<file path="config.mk">
export PLATFORM = sky130hd
export DESIGN_NAME = dp_mem_port_flat
export DESIGN_NICKNAME = d
export VERILOG_FILES = /design/src/rtl/dp_mem_port_if.sv /design/src/rtl/dp_mem_port.sv /design/src/flat_wrapper.sv
export SDC_FILE = /design/constraint.sdc
export NUM_CORES = 1
export LEC_CHECK = 0
export CAP_MARGIN = 20
export CORE_MARGIN = 5
export CORE_UTILIZATION = 46
export DETAILED_ROUTE_END_ITERATION = 10
export GPL_TIMING_DRIVEN = 0
export PLACE_DENSITY = 0.84
export SETUP_SLACK_MARGIN = 0.05
export SLEW_MARGIN = 20
export SYNTH_ARGS = -nofsm -noshare
export SYNTH_HDL_FRONTEND = slang
export SYNTH_SLANG_ARGS = --single-unit
</file>
<file path="constraint.sdc">
create_clock -name clk -period 4.8 [get_ports clk]
set_input_delay 0.96 -clock clk [delete_from_list [all_inputs] [get_ports clk]]
set_output_delay 0.96 -clock clk [all_outputs]
set_load 0.1 [all_outputs]
</file>
<file path="src/rtl/dp_mem_port_if.sv">
// Bundle of the datapath request/response ports and the request/serve FIFO ports
// used by dp_mem_port. The master modport is the port block; slave is its environment.
interface dp_mem_port_if #(
    parameter int unsigned DATA_WIDTH = 32,
    parameter int unsigned ADDR_WIDTH = 31,
    parameter int unsigned TID_WIDTH  = 16,
    parameter int unsigned OUT_AW     = 3
);
    localparam int unsigned REQ_W = TID_WIDTH + 1 + ADDR_WIDTH + DATA_WIDTH;
    localparam int unsigned SRV_W = TID_WIDTH + DATA_WIDTH;

    logic                  req_valid;
    logic                  req_ready;
    logic                  req_we;
    logic [ADDR_WIDTH-1:0] req_addr;
    logic [DATA_WIDTH-1:0] req_wdata;
    logic                  rsp_valid;
    logic                  rsp_ready;
    logic [TID_WIDTH-1:0]  rsp_tid;
    logic                  rsp_we;
    logic [DATA_WIDTH-1:0] rsp_rdata;
    logic [REQ_W-1:0]      dp_req_data;
    logic                  dp_req_wr;
    logic                  dp_req_full;
    logic [SRV_W-1:0]      dp_srv_data;
    logic                  dp_srv_rd;
    logic                  dp_srv_empty;
    logic [OUT_AW:0]       outstanding;
    logic                  tid_err;

    modport master (
        input  req_valid, req_we, req_addr, req_wdata, rsp_ready,
               dp_req_full, dp_srv_data, dp_srv_empty,
        output req_ready, rsp_valid, rsp_tid, rsp_we, rsp_rdata,
               dp_req_data, dp_req_wr, dp_srv_rd, outstanding, tid_err
    );

    modport slave (
        output req_valid, req_we, req_addr, req_wdata, rsp_ready,
               dp_req_full, dp_srv_data, dp_srv_empty,
        input  req_ready, rsp_valid, rsp_tid, rsp_we, rsp_rdata,
               dp_req_data, dp_req_wr, dp_srv_rd, outstanding, tid_err
    );
endinterface

</file>
<file path="src/rtl/dp_mem_port.sv">
// Datapath-side master of the DP<->VPI memory channel: tags requests with TIDs,
// pushes them to the request FIFO and returns in-order serve words as responses.
module dp_mem_port #(
    parameter int unsigned DATA_WIDTH = 32,
    parameter int unsigned ADDR_WIDTH = 31,
    parameter int unsigned TID_WIDTH  = 16,
    parameter int unsigned OUT_AW     = 3,
    parameter int unsigned TID_BASE   = 0
) (
    input  logic           clk,
    input  logic           rst,
    dp_mem_port_if.master  bus
);
    localparam int unsigned MAX_OUT = 1 << OUT_AW;
    localparam int unsigned CNT_W   = OUT_AW + 1;
    localparam int unsigned SRV_W   = TID_WIDTH + DATA_WIDTH;

    localparam logic [1:0] S_IDLE = 2'd0;
    localparam logic [1:0] S_POP  = 2'd1;
    localparam logic [1:0] S_HOLD = 2'd2;

    logic [1:0]            r_state;
    logic [1:0]            w_state_nxt;
    logic [TID_WIDTH-1:0]  r_tid_cnt;
    logic [TID_WIDTH-1:0]  r_tag_tid [MAX_OUT];
    logic [MAX_OUT-1:0]    r_tag_we;
    logic [OUT_AW-1:0]     r_wr_ptr;
    logic [OUT_AW-1:0]     r_rd_ptr;
    logic [CNT_W-1:0]      r_outstanding;
    logic [TID_WIDTH-1:0]  r_rsp_tid;
    logic                  r_rsp_we;
    logic [DATA_WIDTH-1:0] r_rsp_rdata;
    logic                  r_tid_err;

    logic                  w_req_ready;
    logic                  w_accept;
    logic                  w_tag_empty;
    logic [TID_WIDTH-1:0]  w_srv_tid;
    logic [DATA_WIDTH-1:0] w_srv_word;
    logic [TID_WIDTH-1:0]  w_head_tid;
    logic                  w_head_we;
    logic                  w_srv_rd;
    logic                  w_retire;
    logic                  w_capture;
    logic                  w_err_set;

    assign w_req_ready = !bus.dp_req_full && (r_outstanding < CNT_W'(MAX_OUT));
    assign w_accept    = bus.req_valid && w_req_ready;
    assign w_tag_empty = (r_outstanding == '0);
    assign w_srv_tid   = bus.dp_srv_data[SRV_W-1 -: TID_WIDTH];
    assign w_srv_word  = bus.dp_srv_data[DATA_WIDTH-1:0];
    assign w_head_tid  = r_tag_tid[r_rd_ptr];
    assign w_head_we   = r_tag_we[r_rd_ptr];

    assign bus.req_ready   = w_req_ready;
    assign bus.dp_req_wr   = w_accept;
    assign bus.dp_req_data = {r_tid_cnt, bus.req_we, bus.req_addr, bus.req_wdata};
    assign bus.dp_srv_rd   = w_srv_rd;
    assign bus.rsp_valid   = (r_state == S_HOLD);
    assign bus.rsp_tid     = r_rsp_tid;
    assign bus.rsp_we      = r_rsp_we;
    assign bus.rsp_rdata   = r_rsp_rdata;
    assign bus.outstanding = r_outstanding;
    assign bus.tid_err     = r_tid_err;

    // Response FSM next-state and control decode
    always_comb begin
        w_state_nxt = r_state;
        w_srv_rd    = 1'b0;
        w_retire    = 1'b0;
        w_capture   = 1'b0;
        w_err_set   = 1'b0;
        case (r_state)
            S_IDLE: begin
                if (!bus.dp_srv_empty) begin
                    w_srv_rd    = 1'b1;
                    w_state_nxt = S_POP;
                end
            end
            S_POP: begin
                if (w_tag_empty) begin
                    w_err_set   = 1'b1;
                    w_state_nxt = S_IDLE;
                end else begin
                    w_capture   = 1'b1;
                    w_retire    = 1'b1;
                    w_err_set   = (w_srv_tid != w_head_tid);
                    w_state_nxt = S_HOLD;
                end
            end
            S_HOLD: begin
                if (bus.rsp_ready) w_state_nxt = S_IDLE;
            end
            default: w_state_nxt = S_IDLE;
        endcase
    end

    always_ff @(posedge clk or posedge rst) begin
        if (rst) r_state <= S_IDLE;
        else     r_state <= w_state_nxt;
    end

    // Tag queue storage; validity is tracked by the pointers and r_outstanding
    always_ff @(posedge clk) begin
        if (w_accept) begin
            r_tag_tid[r_wr_ptr] <= r_tid_cnt;
            r_tag_we[r_wr_ptr]  <= bus.req_we;
        end
    end

    always_ff @(posedge clk or posedge rst) begin
        if (rst) begin
            r_tid_cnt     <= TID_WIDTH'(TID_BASE);
            r_wr_ptr      <= '0;
            r_rd_ptr      <= '0;
            r_outstanding <= '0;
        end else begin
            if (w_accept) begin
                r_tid_cnt <= r_tid_cnt + TID_WIDTH'(1);
                r_wr_ptr  <= r_wr_ptr + OUT_AW'(1);
            end
            if (w_retire) r_rd_ptr <= r_rd_ptr + OUT_AW'(1);
            case ({w_accept, w_retire})
                2'b10:   r_outstanding <= r_outstanding + CNT_W'(1);
                2'b01:   r_outstanding <= r_outstanding - CNT_W'(1);
                default: r_outstanding <= r_outstanding;
            endcase
        end
    end

    // Response capture; the received TID is delivered even on a mismatch
    always_ff @(posedge clk or posedge rst) begin
        if (rst) begin
            r_rsp_tid   <= '0;
            r_rsp_we    <= 1'b0;
            r_rsp_rdata <= '0;
            r_tid_err   <= 1'b0;
        end else begin
            if (w_capture) begin
                r_rsp_tid   <= w_srv_tid;
                r_rsp_we    <= w_head_we;
                r_rsp_rdata <= w_srv_word;
            end
            if (w_err_set) r_tid_err <= 1'b1;
        end
    end
endmodule
</file>
<file path="src/flat_wrapper.sv">
// flat-port wrapper written by rule: the top's interface ports become plain ports
module dp_mem_port_flat 
#(
    parameter int unsigned DATA_WIDTH = 32,
    parameter int unsigned ADDR_WIDTH = 31,
    parameter int unsigned TID_WIDTH  = 16,
    parameter int unsigned OUT_AW     = 3,
    parameter int unsigned TID_BASE   = 0
)
  (clk, rst, bus_req_valid, bus_req_we, bus_req_addr, bus_req_wdata, bus_rsp_ready, bus_dp_req_full, bus_dp_srv_data, bus_dp_srv_empty, bus_req_ready, bus_rsp_valid, bus_rsp_tid, bus_rsp_we, bus_rsp_rdata, bus_dp_req_data, bus_dp_req_wr, bus_dp_srv_rd, bus_outstanding, bus_tid_err);
  dp_mem_port_if #(.DATA_WIDTH(DATA_WIDTH), .ADDR_WIDTH(ADDR_WIDTH), .TID_WIDTH(TID_WIDTH), .OUT_AW(OUT_AW)) bus_i ();
  input  logic clk;
  input  logic rst;
  input wire logic [$bits(bus_i.req_valid)-1:0] bus_req_valid;
  input wire logic [$bits(bus_i.req_we)-1:0] bus_req_we;
  input wire logic [$bits(bus_i.req_addr)-1:0] bus_req_addr;
  input wire logic [$bits(bus_i.req_wdata)-1:0] bus_req_wdata;
  input wire logic [$bits(bus_i.rsp_ready)-1:0] bus_rsp_ready;
  input wire logic [$bits(bus_i.dp_req_full)-1:0] bus_dp_req_full;
  input wire logic [$bits(bus_i.dp_srv_data)-1:0] bus_dp_srv_data;
  input wire logic [$bits(bus_i.dp_srv_empty)-1:0] bus_dp_srv_empty;
  output wire logic [$bits(bus_i.req_ready)-1:0] bus_req_ready;
  output wire logic [$bits(bus_i.rsp_valid)-1:0] bus_rsp_valid;
  output wire logic [$bits(bus_i.rsp_tid)-1:0] bus_rsp_tid;
  output wire logic [$bits(bus_i.rsp_we)-1:0] bus_rsp_we;
  output wire logic [$bits(bus_i.rsp_rdata)-1:0] bus_rsp_rdata;
  output wire logic [$bits(bus_i.dp_req_data)-1:0] bus_dp_req_data;
  output wire logic [$bits(bus_i.dp_req_wr)-1:0] bus_dp_req_wr;
  output wire logic [$bits(bus_i.dp_srv_rd)-1:0] bus_dp_srv_rd;
  output wire logic [$bits(bus_i.outstanding)-1:0] bus_outstanding;
  output wire logic [$bits(bus_i.tid_err)-1:0] bus_tid_err;
  assign bus_i.req_valid = bus_req_valid;
  assign bus_i.req_we = bus_req_we;
  assign bus_i.req_addr = bus_req_addr;
  assign bus_i.req_wdata = bus_req_wdata;
  assign bus_i.rsp_ready = bus_rsp_ready;
  assign bus_i.dp_req_full = bus_dp_req_full;
  assign bus_i.dp_srv_data = bus_dp_srv_data;
  assign bus_i.dp_srv_empty = bus_dp_srv_empty;
  assign bus_req_ready = bus_i.req_ready;
  assign bus_rsp_valid = bus_i.rsp_valid;
  assign bus_rsp_tid = bus_i.rsp_tid;
  assign bus_rsp_we = bus_i.rsp_we;
  assign bus_rsp_rdata = bus_i.rsp_rdata;
  assign bus_dp_req_data = bus_i.dp_req_data;
  assign bus_dp_req_wr = bus_i.dp_req_wr;
  assign bus_dp_srv_rd = bus_i.dp_srv_rd;
  assign bus_outstanding = bus_i.outstanding;
  assign bus_tid_err = bus_i.tid_err;
  dp_mem_port #(.DATA_WIDTH(DATA_WIDTH), .ADDR_WIDTH(ADDR_WIDTH), .TID_WIDTH(TID_WIDTH), .OUT_AW(OUT_AW), .TID_BASE(TID_BASE)) u_core (.clk(clk), .rst(rst), .bus(bus_i));
endmodule
</file>
==> results.json <==
{
  "wire_per_inst_um": 21.8,
  "vdd_drop_max_mv": 0.467,
  "fmax_mhz": 226,
  "die_h_um": 150,
  "synth_edf_count": 136,
  "critical_path_class": "in2out",
  "timing.rr.end": "u_core.bus.outstanding[2]$_DFFE_PP0P_",
  "power_per_cell_area_nw_per_um2": 717,
  "grt_max_degree": 56,
  "place_congestion": 0.760,
  "avgSynthCellArea_um2": 16.3,
  "crit_top_cell": "clkdlybuf4s50_1",
  "ys_warn_count": 0,
  "instances_no_fill": 1067,
  "r2r_setup_slack_ps": 1930,
  "cts_made_buffers": 22,
  "vias_per_cell": 5.15,
  "die_x_um": 150,
  "cts_hold_repair.buffers": 0,
  "reg2reg_depth": 11,
  "period_minus_slack_ps": 4430,
  "firstDrtPassIters": 5,
  "worst_slew_pin_slew_ps": 1080,
  "max-cap-violations": 0,
  "timing.rr.start": "u_core.bus.outstanding[1]$_DFFE_PP0P_",
  "finalSetupViolations": 0,
  "fillCellCount": 1439,
  "htree_levels": 1,
  "initial_utilization": 0.466,
  "placed_cells": 1027,
  "hold_viol": 0,
  "drc": 0,
  "slew_violations": 0,
  "p_leak_nw": 4.62,
  "core_area_um2": 19400,
  "globalRouteOverflowTotal": 0,
  "clk_root_buffer_cell": "clkbuf_16",
  "rows": 51,
  "crit_family": "buffers and inverters",
  "ys_async_sr_fraction": 0.364,
  "drt_iter0_markers": 334,
  "seqCellArea_um2": 6040,
  "crit_chain": "clkdlybuf4s50_1 -> nor2_2 -> nand2_1 -> inv_1 -> clkbuf_2 -> clkdlybuf4s50_1",
  "multi_input_area_um2": 2420,
  "syn_inst": 556,
  "drive_gt1_frac": 0.266,
  "worstHoldPathType": "reg2reg",
  "fin_nets": 910,
  "slowest_stage": "clkdlybuf4s50_1",
  "antenna_found_initial": 1,
  "cp-end-kind": "primary output",
  "post_cts_buffers": 0,
  "die_area_um2": 22600,
  "rsz0062_at_grt": "no",
  "ctsResizeCount": 0,
  "slowest_delay_ps": 1180,
  "min-delay-start": "u_core.r_state[1]$_DFFE_PP0P_",
  "cts_sinks": 214,
  "skew_ps": 12.1,
  "syn_nets": 680,
  "path_buf_inv": 4,
  "whs_endpoint": "u_core.r_state[0]$_DFFE_PP0P_",
  "diodes": 0,
  "vias": 5490,
  "area_growth_pct": 35.1,
  "cp-start-kind": "primary input",
  "setup_tns_ps": 0,
  "holdWs_ps": 493,
  "grt_pass1_wl_um": 34100,
  "ys_ff_latch": 214,
  "wl_um": 23200,
  "grt_usage": 0.199,
  "ant_nets": 0,
  "synthFlopType": "edfxtp_1",
  "worst_skew_pair.late_latency_ps": 500,
  "clock_path_buffers": 3,
  "ys_types": 38,
  "critPathArrivalTime_ps": 3470,
  "slew_headroom": 0.281,
  "power.total_mw": 8.76,
  "period_share": 0.922,
  "syn-cell-area_um2": 9040,
  "hpwl_um": 17500,
  "seq_area_frac_synth": 0.668,
  "clk_pin_slew_ps": 60,
  "status": "finished, final reports clean",
  "critical_path_required_ps": 3840,
  "hold_depth": 1,
  "tritoncts": "built",
  "io_pins": 256,
  "cp_max_fo": 10,
  "grt_pass1_vias": 5725,
  "io_buffer_count": 192
}
==> stage by stage <==
stage	instance area (µm²)	util	worst slack, ps
floorplan	9050	-	487
global placement	11300	0.583	-865
detailed placement	11500	0.592	397
CTS	12200	0.630	363
global route	12200	0.630	255
finish	12200	0.630	374
==> worst max path at each step <==
stage / startpoint / endpoint / slack [ps] / cells after the start
finish: bus_dp_req_full / bus_dp_req_wr / 370 / 6
global route: bus_dp_req_full / bus_dp_req_wr / 250 / 6
CTS: bus_dp_req_full / bus_dp_req_wr / 360 / 6
detailed placement: bus_dp_req_full / bus_dp_req_wr / 400 / 6
global placement: bus_dp_req_full / u_core.r_tag_we[0]$_DFFE_PP_ / -860 / 4
floorplan: bus_dp_req_full / u_core.r_tag_tid[0][0]$_DFFE_PP_ / 490 / 3
==> synth_stat cells (3+ instances only) <==
master	number	area (µm²)
xor2_1	23	201
nor4_1	3	18.8
xnor2_1	14	123
buf_4	68	510
buf_2	9	45.0
inv_1	5	18.8
o22ai_1	5	31.3
mux4_2	15	338
a21oi_1	4	20.0
mux4_1	5	131
nor2_1	15	56.3
mux2i_1	24	240
o21ai_0	5	25.0
nor2b_1	4	25.0
and3_1	5	31.3
mux2_2	62	698
nand2b_1	5	31.3
nand4_1	5	31.3
a221oi_1	5	43.8
ha_1	6	75.1
nand2_1	27	101
edfxtp_1	136	4080
dfrtp_1	78	1950
nor3_1	8	40.0
==> layout make-up <==
type,count,share of cell area
sequential,214,0.494
clock inverter,10,0.00994
buffer,82,0.0497
multi-input combinational,255,0.198
inverter,5,0.00174
timing repair buffer,206,0.170
clock buffer,30,0.0493
tap,265,0.0271
==> power breakdown <==
group	internal, mW	switching [mW]
clock	1.04	0.664
sequential	2.37	0.284
combinational	1.30	3.09
total	4.71	4.04
==> cell usage in the layout, fill, tap and decap left out, drive strengths merged, types with 6 or more instances in the layout <==
cell type      instances
buf                   94
clkbuf                32
clkdlybuf4s50        192
clkinv                 7
dfrtp                 78
edfxtp               136
ha                     6
mux2                  62
mux2i                 24
mux4                  20
nand2                 27
nor2                  15
nor3                   8
xnor2                 14
xor2                  23
==> registers in the layout, summed over array words and instances, names as in the netlist, 3 cells and up <==
signal and cells:
u_core.r_tag_we 8, u_core.r_wr_ptr 3, u_core.bus.rsp_rdata 32, u_core.r_tag_tid 128, u_core.bus.rsp_tid 16, u_core.r_rd_ptr 3
u_core.bus.outstanding 4, u_core.r_tid_cnt 16
==> worst register-to-register path, cell delays in order (launching register included) <==
cell and delay, ps:
dfrtp_1 470, nor4_1 470, nor3b_1 100, clkbuf_1 260
buf_2 290, ha_1 280, xor2_1 170, ha_1 180
a21oi_1 150, xor2_1 170, nor2_1 70, xor2_1 140
==> per-layer routing <==
layer / vias up / track usage / wire length, µm
met1: 2725 / 0.244 / 8540
met4: 2 / 0.0645 / 772
met5: - / 0 / 13
met3: 47 / 0.0449 / 2000
met2: 253 / 0.352 / 11900
li1: 2463 / - / -
==> cell families after synthesis <==
| family | Yosys count | synth area share |
|---|---|---|
| AOI/OAI and AO/OA | 25 | 0.0187 |
| buffers and inverters | 87 | 0.0691 |
| and+or+nand+nor | 81 | 0.0448 |
| adders and majority gates | 6 | 0.00830 |
| muxes | 106 | 0.156 |
| DFF | 214 | 0.668 |
| xor gates and xnor gates | 37 | 0.0358 |
(Power assumes the default switching activity.)
